===== config.mk =====
export PLATFORM = sky130hd
export DESIGN_NAME = bin_bcd_seg7_scan
export DESIGN_NICKNAME = d
export VERILOG_FILES = /design/src/rtl/seg7_pkg.sv /design/src/rtl/bcd_to_seg7.sv /design/src/rtl/bin_bcd_seg7_scan.sv
export SDC_FILE = /design/constraint.sdc
export NUM_CORES = 1
export LEC_CHECK = 0
export CAP_MARGIN = 30
export CORE_MARGIN = 10
export CORE_UTILIZATION = 23
export DETAILED_ROUTE_END_ITERATION = 16
export PLACE_DENSITY = 0.5
export SLEW_MARGIN = 20
export SYNTH_ARGS = -nofsm -noshare
export SYNTH_HDL_FRONTEND = slang
export SYNTH_SLANG_ARGS = --single-unit

===== constraint.sdc =====
create_clock -name i_clk -period 3.4 [get_ports i_clk]
set_input_delay 0.85 -clock i_clk [delete_from_list [all_inputs] [get_ports i_clk]]
set_output_delay 0.85 -clock i_clk [all_outputs]
set_load 0.05 [all_outputs]

===== src/rtl/seg7_pkg.sv =====
// Shared definitions for the binary-to-BCD converter and the 7-segment display path.
// Segment codes are active-high (bit0=a .. bit6=g); polarity is applied at the output.
package seg7_pkg;

  localparam logic [6:0] SEG_0     = 7'h3F;
  localparam logic [6:0] SEG_1     = 7'h06;
  localparam logic [6:0] SEG_2     = 7'h5B;
  localparam logic [6:0] SEG_3     = 7'h4F;
  localparam logic [6:0] SEG_4     = 7'h66;
  localparam logic [6:0] SEG_5     = 7'h6D;
  localparam logic [6:0] SEG_6     = 7'h7D;
  localparam logic [6:0] SEG_7     = 7'h07;
  localparam logic [6:0] SEG_8     = 7'h7F;
  localparam logic [6:0] SEG_9     = 7'h6F;
  localparam logic [6:0] SEG_BLANK = 7'h00;

  typedef enum logic {
    S_IDLE  = 1'b0,
    S_SHIFT = 1'b1
  } state_t;

  // Elaboration-time 10**n, used to check the digit count covers the input range.
  function automatic longint pow10(input int n);
    longint r;
    r = 1;
    for (int i = 0; i < n; i++) r = r * 10;
    return r;
  endfunction

endpackage


===== src/rtl/bcd_to_seg7.sv =====
// Combinational BCD nibble to active-high 7-segment decoder with a blank override.
// Shared with the single-digit HEX display path.
module bcd_to_seg7
  import seg7_pkg::*;
(
  input  logic [3:0] nibble,
  input  logic       blank,
  output logic [6:0] seg
);

  always_comb begin
    // NOTE: assigning a default first keeps every path driven, so no latch is inferred.
    seg = SEG_BLANK;
    if (!blank) begin
      case (nibble)
        4'd0:    seg = SEG_0;
        4'd1:    seg = SEG_1;
        4'd2:    seg = SEG_2;
        4'd3:    seg = SEG_3;
        4'd4:    seg = SEG_4;
        4'd5:    seg = SEG_5;
        4'd6:    seg = SEG_6;
        4'd7:    seg = SEG_7;
        4'd8:    seg = SEG_8;
        4'd9:    seg = SEG_9;
        default: seg = SEG_BLANK;
      endcase
    end
  end

endmodule


===== src/rtl/bin_bcd_seg7_scan.sv =====
// Sequential double-dabble binary-to-BCD converter (one bit per clock) feeding a
// time-multiplexed 7-segment scanner with one-hot digit enables.
module bin_bcd_seg7_scan
  import seg7_pkg::*;
#(
  parameter int W              = 4,
  parameter int DIGITS         = 2,
  parameter int SCAN_DIV       = 50000,
  parameter bit SEG_ACTIVE_LOW = 1'b1,
  parameter bit BLANK_LZ       = 1'b1
) (
  input  logic                  i_clk,
  input  logic                  i_rst,
  input  logic                  i_valid,
  input  logic [W-1:0]          i_bin,
  output logic                  o_ready,
  output logic [4*DIGITS-1:0]   o_bcd,
  output logic                  o_bcd_valid,
  output logic [6:0]            o_seg,
  output logic [DIGITS-1:0]     o_dig_en
);

  localparam int BCD_W = 4 * DIGITS;
  localparam int SR_W  = BCD_W + W;
  localparam int BIT_W = (W > 1) ? $clog2(W) : 1;
  localparam int IDX_W = (DIGITS > 1) ? $clog2(DIGITS) : 1;
  localparam int CNT_W = (SCAN_DIV > 1) ? $clog2(SCAN_DIV) : 1;
  localparam logic [6:0] SEG_RESET = SEG_ACTIVE_LOW ? ~SEG_0 : SEG_0;

  if (pow10(DIGITS) <= (longint'(1) << W) - 1) begin : g_too_few_digits
    $error("DIGITS too small to display every W-bit value");
  end
  if (SCAN_DIV < 1) begin : g_bad_scan_div
    $error("SCAN_DIV must be at least 1");
  end

  // ---------------- converter ----------------
  state_t            state;
  logic [SR_W-1:0]   sr;
  logic [SR_W-1:0]   sr_adj;
  logic [SR_W-1:0]   sr_shift;
  logic [BIT_W-1:0]  bit_cnt;

  // Add-3 correction on every BCD nibble before the shift.
  always_comb begin
    sr_adj = sr;
    for (int d = 0; d < DIGITS; d++) begin
      if (sr[W+4*d +: 4] >= 4'd5) sr_adj[W+4*d +: 4] = sr[W+4*d +: 4] + 4'd3;
    end
  end

  assign sr_shift = {sr_adj[SR_W-2:0], 1'b0};

  always_ff @(posedge i_clk or posedge i_rst) begin
    if (i_rst) begin
      state       <= S_IDLE;
      o_ready     <= 1'b1;
      o_bcd       <= '0;
      o_bcd_valid <= 1'b0;
      sr          <= '0;
      bit_cnt     <= '0;
    end else begin
      // NOTE: non-blocking assignments so every register samples pre-edge values.
      o_bcd_valid <= 1'b0;
      case (state)
        S_IDLE: begin
          if (i_valid && o_ready) begin
            sr      <= {{BCD_W{1'b0}}, i_bin};
            bit_cnt <= '0;
            o_ready <= 1'b0;
            state   <= S_SHIFT;
          end
        end
        S_SHIFT: begin
          sr      <= sr_shift;
          bit_cnt <= bit_cnt + 1'b1;
          if (bit_cnt == BIT_W'(W - 1)) begin
            o_bcd       <= sr_shift[SR_W-1 -: BCD_W];
            o_bcd_valid <= 1'b1;
            o_ready     <= 1'b1;
            state       <= S_IDLE;
          end
        end
        default: state <= S_IDLE;
      endcase
    end
  end

  // ---------------- scanner ----------------
  logic [CNT_W-1:0]  scan_cnt;
  logic [IDX_W-1:0]  dig_idx;
  logic [IDX_W-1:0]  idx_next;
  logic              scan_wrap;
  logic [DIGITS-1:0] blank;
  logic              upper_zero;
  logic [3:0]        nibble_sel;
  logic [6:0]        seg_raw;
  logic [6:0]        seg_out;

  assign scan_wrap = (scan_cnt == CNT_W'(SCAN_DIV - 1));

  always_comb begin
    idx_next = dig_idx;
    if (scan_wrap) idx_next = (dig_idx == IDX_W'(DIGITS - 1)) ? '0 : dig_idx + 1'b1;
  end

  // A digit is a leading zero when it and every digit above it are zero.
  always_comb begin
    blank      = '0;
    upper_zero = 1'b1;
    for (int k = DIGITS - 1; k >= 0; k--) begin
      upper_zero = upper_zero && (o_bcd[4*k +: 4] == 4'd0);
      blank[k]   = BLANK_LZ && (k != 0) && upper_zero;
    end
  end

  assign nibble_sel = o_bcd[4*idx_next +: 4];

  bcd_to_seg7 u_bcd_to_seg7 (
    .nibble (nibble_sel),
    .blank  (blank[idx_next]),
    .seg    (seg_raw)
  );

  assign seg_out = SEG_ACTIVE_LOW ? ~seg_raw : seg_raw;

  // Segment pattern and enable are registered from the same next index, so they switch together.
  always_ff @(posedge i_clk or posedge i_rst) begin
    if (i_rst) begin
      scan_cnt <= '0;
      dig_idx  <= '0;
      o_dig_en <= DIGITS'(1);
      o_seg    <= SEG_RESET;
    end else begin
      scan_cnt <= scan_wrap ? '0 : scan_cnt + 1'b1;
      dig_idx  <= idx_next;
      o_dig_en <= DIGITS'(1) << idx_next;
      o_seg    <= seg_out;
    end
  end

endmodule

==> run_results.csv, run 1 <==
group,metric,value,unit
run_status,status,"finished clean",
timing,slew_violations,0,
floorplan,start_util,23.8,%
critical_path,worst_ep_arrival_time,2930,ps
floorplan,die_y,124,um
hold_path,hold_path_end,"scan_cnt[0]",
timing,fmax,365,MHz
timing,hold_viol,0,
cts,clockBufferDepth,2,
synthesis,synth_top_area_share,47.7,%
timing,post-route-period-util,80.7,%
cts,cts_num_sinks,50,
timing,rsz0062_at_grt,"false",
synthesis,syn_avg_cell_area,10.2,um2
power,powerDensity,862,nW/um2
synthesis,yosysTopAreaCell,"dfrtp_1",
synthesis,yosys_warnings,0,
synthesis,syn_nets,260,
cts,htree_levels,2,
detailed_routing,via_count,1712,
cts,insertion_delay,310,ps
floorplan,die_w,124,um
detailed_routing,drt_drc_violations_left,0,
grt,grt.total_usage,6.89,%
critical_path,cp_max_fo,9,
critical_path,worstSetupEndpointType,"flip-flop",
timing,worst_pin_slew,570,ps
hold_path,hold_start,"scan_cnt[0]",
cells_and_area,fillCellCount,1115,
floorplan,core-area,10400,um2
critical_path,crit_required,3590,ps
cells_and_area,final_util,28.9,%
critical_path,crit_type,"flip-flop to flip-flop",
synthesis,synth.distinct_cells,40,
timing,setup_violations,0,
cts,cts_buffers,5,
critical_path,r2r-start,"scan_cnt[7]",
grt,grt_max_degree,27,
synthesis,synthTopCellsByArea,"dfrtp_1 (48%), ha_1 (5.6%), nand2_1 (4.9%)",
hold_path,hold_class,"flip-flop to flip-flop",
power,leakage,1.33,nW
grt,antenna_found_initial,0,
detailed_routing,drtIter0Drc,88,
cells_and_area,final_cells,408,
power,ir_drop,333,uV
place,post-dp-hpwl,3890,um
grt,grt_overflow,0,
flow_run,maxCapViolations,0,
place,routabilityCongestion,0.813,
critical_path,start_kind,"flip-flop",
floorplan,std_cell_rows,37,
grt,grt_pass1_vias,1707,
timing,fin_tns_setup,0,ps
place,io_buffers,25,
hold_path,hold_depth,1,
power,p_total,2.58,mW
critical_path,rr_worst_depth,11,
floorplan,dieArea,15300,um2
timing,timing.hold.ws,482,ps
cells_and_area,drive_above_1_share,8.82,%
cts,hold_buffers,0,
synthesis,netlist_area,2470,um2
cts,ctsResizeCount,0,
synthesis,synthCells,242,
place,dp_cells,399,
cells_and_area,nets,289,
timing,fin_skew,10.1,ps
synthesis,yosysSeqAreaShare,50.9,%
detailed_routing,antenna_left,0,
cts,cts_setup_buffers,0,
timing,slew_headroom,61.9,%
cts,cts_root_buf,"clkbuf_8",
cells_and_area,n_antenna_cell,0,
detailed_routing,wire_per_inst,12.6,um
critical_path,rrSetupSlack,660,ps
cts,cts_tree,"built",
cells_and_area,final_cell_mix,"dfrtp_1 (47), nand2_1 (32), clkdlybuf4s50_1 (25)",
critical_path,worstReg2RegEnd,"o_seg[3]",
cells_and_area,area_growth,21.4,%
detailed_routing,viasPerCell,4.20,
detailed_routing,dr.pass1.iters,4,
detailed_routing,route.final.wire_length,5140,um
cts,cts.clk_slew.worst_paths,90,ps
cells_and_area,layout_commonest_cell,"dfrtp_1",
grt,grt_pass1_wl,8450,um
floorplan,ios,26,
synthesis,ys_seq_elements,50,
timing,period_minus_slack,2740,ps
[worst max-delay path, stage by stage (launching register included)]
cell,delay (ps)
dfrtp_1,440
or4b_4,550
nor4_4,320
xnor2_1,200
clkbuf_4,260
clkinv_4,100
nand2_1,70
and2_1,200
inv_2,60
ha_1,200
a22oi_2,170
nor2_1,70
[cell families (layout without fill, tap and decap cells)]
logic type	after synthesis	in the layout	share of synthesized area, %
AO/OA/AOI/OAI	48	48	11.7
XOR/XNOR	17	17	6.04
adder cells (fa/ha/maj)	11	11	5.58
buffers and inverters	22	52	3.81
flip-flops	50	50	50.9
multiplexers	12	12	5.07
AND/OR/NAND/NOR	82	82	16.9
[how the worst max path moves through the flow]
stage	start	endpoint	slack, ps	depth (start not counted)
after floorplan	scan_cnt[7]	o_seg[1]	800	9
after global placement	scan_cnt[7]	o_seg[2]	520	7
after detailed placement	scan_cnt[7]	o_seg[3]	500	10
after CTS	scan_cnt[7]	o_seg[3]	480	10
after global routing	scan_cnt[7]	o_seg[5]	450	11
final	scan_cnt[7]	o_seg[3]	660	11
[cell usage after synthesis]
master / n
and4_1: 2
nor2_1: 17
nand3_1: 5
mux2_2: 4
or4_1: 1
or4b_4: 1
nor3_1: 3
xor2_1: 8
dfstp_2: 3
nor2b_1: 4
mux2i_1: 8
nor3b_1: 2
nor4_4: 1
a2bb2oi_1: 1
clkinv_4: 1
nand3b_1: 1
xnor2_1: 9
clkbuf_1: 5
inv_1: 12
nand2_1: 32
a21o_1: 1
a211oi_1: 1
nand4_1: 3
and3_1: 1
a21oi_1: 15
buf_2: 2
nand2b_1: 4
inv_2: 1
a22o_1: 7
a22oi_2: 1
o21ai_0: 17
ha_1: 11
dfrtp_1: 47
buf_4: 1
a21boi_1: 1
o21ai_1: 3
o41ai_1: 1
or3_1: 2
and2_1: 2
or4b_1: 1
[flip-flops by register name, indices dropped and copies added, names as in the netlist]
register	count
scan_cnt	16
sr	12
o_bcd	8
o_seg	7
bit_cnt	2
dig_idx	1
o_bcd_valid	1
o_dig_en	1
o_ready	1
state	1
[power breakdown]
group	leakage, nW	internal (mW)	switching [mW]
Combinational	0.644	0.475	0.733
Sequential	0.636	0.772	0.188
Clock	0.0524	0.220	0.194
Total	1.33	1.47	1.12
[stage by stage]
stage / area (um2) / setup slack, ps
after global routing: 2990 / 454
after floorplan: 2470 / 797
after detailed placement: 2880 / 498
after global placement: 2880 / 521
final: 2990 / 657
after CTS: 2990 / 476
[routing by layer]
layer | up-vias | share of wire, % | wire length (um) | global-route usage (%)
li1 | 882 | - | - | -
met1 | 798 | 48 | 2480 | 8.68
met2 | 25 | 45 | 2330 | 10.9
met3 | 7 | 5.3 | 274 | 2.37
met4 | 0 | 1.1 | 57 | 2.18
met5 | - | 0 | 0 | 0
[cell type report]
| cell class | instances | area (um2) | share of cell area (%) |
|---|---|---|---|
| clock buffer | 7 | 76.3 | 2.55 |
| clock inverter | 1 | 30.0 | 1.00 |
| inverter | 14 | 57.6 | 1.92 |
| multi-input combinational | 170 | 1120 | 37.3 |
| sequential | 50 | 1250 | 41.9 |
| tap | 136 | 170 | 5.68 |
| timing repair buffer | 30 | 288 | 9.61 |
(Power assumes the default switching activity.)
==> run 2: changes to the inputs <==
==> constraint.sdc (replaced) <==
create_clock -name i_clk -period 2.6 [get_ports i_clk]
set_input_delay 0.65 -clock i_clk [delete_from_list [all_inputs] [get_ports i_clk]]
set_output_delay 0.65 -clock i_clk [all_outputs]
set_load 0.05 [all_outputs]
==> run_results.csv, run 2 (synthesized netlist as in run 1, its figures left out) <==
group,metric,value,unit
run_status,status,"finished clean",
detailed_routing,route.final.wire_length,5270,um
timing,slew_headroom,65.9,%
cells_and_area,finalInstanceArea,3110,um2
timing,fin_tns_setup,0,ps
critical_path,cp_max_fo,6,
grt,grt.total_usage,7.17,%
critical_path,critical_path.top_delay_family,"simple AND/OR/NAND/NOR gates",
critical_path,worst_ep_arrival_time,2680,ps
critical_path,crit_buf_inv,2,
cts,cts_buffers,5,
detailed_routing,via_count,1798,
detailed_routing,wire_per_inst,12.5,um
cells_and_area,layout_commonest_cell,"dfrtp_1",
cells_and_area,final_cells,420,
place,dp_cells,408,
place,io_buffers,25,
grt,grt_pass1_wl,8800,um
detailed_routing,drt_drc_violations_left,0,
cells_and_area,final_util,30.0,%
floorplan,start_util,23.8,%
cts,htree_levels,2,
floorplan,core-area,10400,um2
detailed_routing,viasPerCell,4.28,
hold_path,hold_depth,1,
cts,cts_tree,"built",
critical_path,start_kind,"flip-flop",
timing,setup_violations,0,
cts,insertion_delay,300,ps
floorplan,die_w,124,um
floorplan,ios,26,
cts,cts_num_sinks,50,
cells_and_area,top_regs,"scan_cnt x16, sr x12, o_bcd x8",
power,combPwrFrac,50.2,%
critical_path,rr_worst_depth,8,
cts,cts.clk_slew.worst_paths,90,ps
floorplan,die_y,124,um
timing,slew_violations,0,
power,ir_drop,437,uV
grt,grt_pass1_vias,1824,
cells_and_area,final_cell_mix,"dfrtp_1 (47), nand2_1 (31), clkdlybuf4s50_1 (25)",
critical_path,crit_type,"flip-flop to flip-flop",
cts,clockBufferDepth,2,
timing,period_minus_slack,2510,ps
cells_and_area,largest_reg_flops,16,
flow_run,maxCapViolations,0,
detailed_routing,drtIter0Drc,128,
power,seqPwrFrac,36.5,%
grt,antenna_found_initial,0,
timing,post-route-period-util,96.4,%
critical_path,worstSetupEndpointType,"flip-flop",
place,post-dp-hpwl,3840,um
detailed_routing,dr.pass1.iters,4,
timing,fin_skew,8.82,ps
critical_path,crit_slowest_cell,"or4b_4",
cells_and_area,fillCellCount,1103,
cts,cts_root_buf,"clkbuf_8",
critical_path,crit_required,2780,ps
power,powerDensity,1080,nW/um2
cells_and_area,top_register,"scan_cnt",
place,placed_area,2960,um2
critical_path,slowest_delay,550,ps
place,place_ws,-32.8,ps
cells_and_area,n_antenna_cell,0,
hold_path,hold_class,"flip-flop to flip-flop",
place,routabilityCongestion,0.846,
cells_and_area,drive_above_1_share,15.8,%
power,internal_power,1.88,mW
timing,fmax,399,MHz
cells_and_area,area_growth,26.3,%
floorplan,dieArea,15300,um2
critical_path,path_cells,"or4b_4 -> nor4_4 -> xnor2_2 -> clkinv_4 -> buf_4 -> or4_1 -> o41ai_1 -> o21ai_1",
detailed_routing,antenna_left,0,
grt,grt_max_degree,51,
grt,grt_overflow,0,
power,clkPwrFrac,13.3,%
cells_and_area,nets,301,
power,leakage,1.40,nW
timing,worst_pin_slew,509,ps
timing,fin_ws,94.2,ps
power,switchingPower,1.48,mW
critical_path,cp_num_cells,8,
floorplan,std_cell_rows,37,
timing,hold_viol,0,
power,swShare,44.1,%
## run 2: worst paths after layout
kind | startpoint | endpoint | slack [ps]
max | scan_cnt[12] | o_seg[2] | 90
min | scan_cnt[0] | scan_cnt[0] | 490
max reg2reg | scan_cnt[12] | o_seg[2] | 90
min reg2reg | scan_cnt[0] | scan_cnt[0] | 490
max in group asynchronous | i_rst | o_seg[6] | 1620
min in group asynchronous | i_rst | sr[1] | 690
## run 2: layout make-up
cell class / count / area (um2) / area share (%)
tap: 136 / 170 / 5.46
multi-input combinational: 170 / 1150 / 37.1
timing repair buffer: 42 / 390 / 12.5
inverter: 14 / 57.6 / 1.85
sequential: 50 / 1250 / 40.3
clock buffer: 6 / 72.6 / 2.33
clock inverter: 2 / 13.8 / 0.442
## run 2: repair_timing
item,4_1_cts,5_1_grt
gates resized for setup,1,7
endpoints found under the setup margin,5,7
hold buffers,0,0
setup buffers,0,4
pin swaps,0,2
## run 2: routing by layer
layer	vias up	GRT usage [%]	wire length, um
met5	-	0	0
met4	0	1.97	53
met3	7	2.32	277
met2	28	11.8	2510
met1	857	8.80	2430
li1	906	-	-
## run 2: power by group through the flow
stage	clock [mW]	combinational [mW]	sequential (mW)
4_1_cts	0.462	1.66	1.23
2_1_floorplan	0	0.787	1.59
6_report	0.448	1.69	1.23
3_3_place_gp	0	1.65	1.24
3_5_place_dp	0	1.66	1.25
5_1_grt	0.499	1.86	1.27
## run 2: metrics by stage
stage	hold WS (ps)	total power, mW
2_1_floorplan	448	2.38
6_report	488	3.36
3_3_place_gp	475	2.89
4_1_cts	496	3.35
5_1_grt	520	3.62
3_5_place_dp	481	2.90
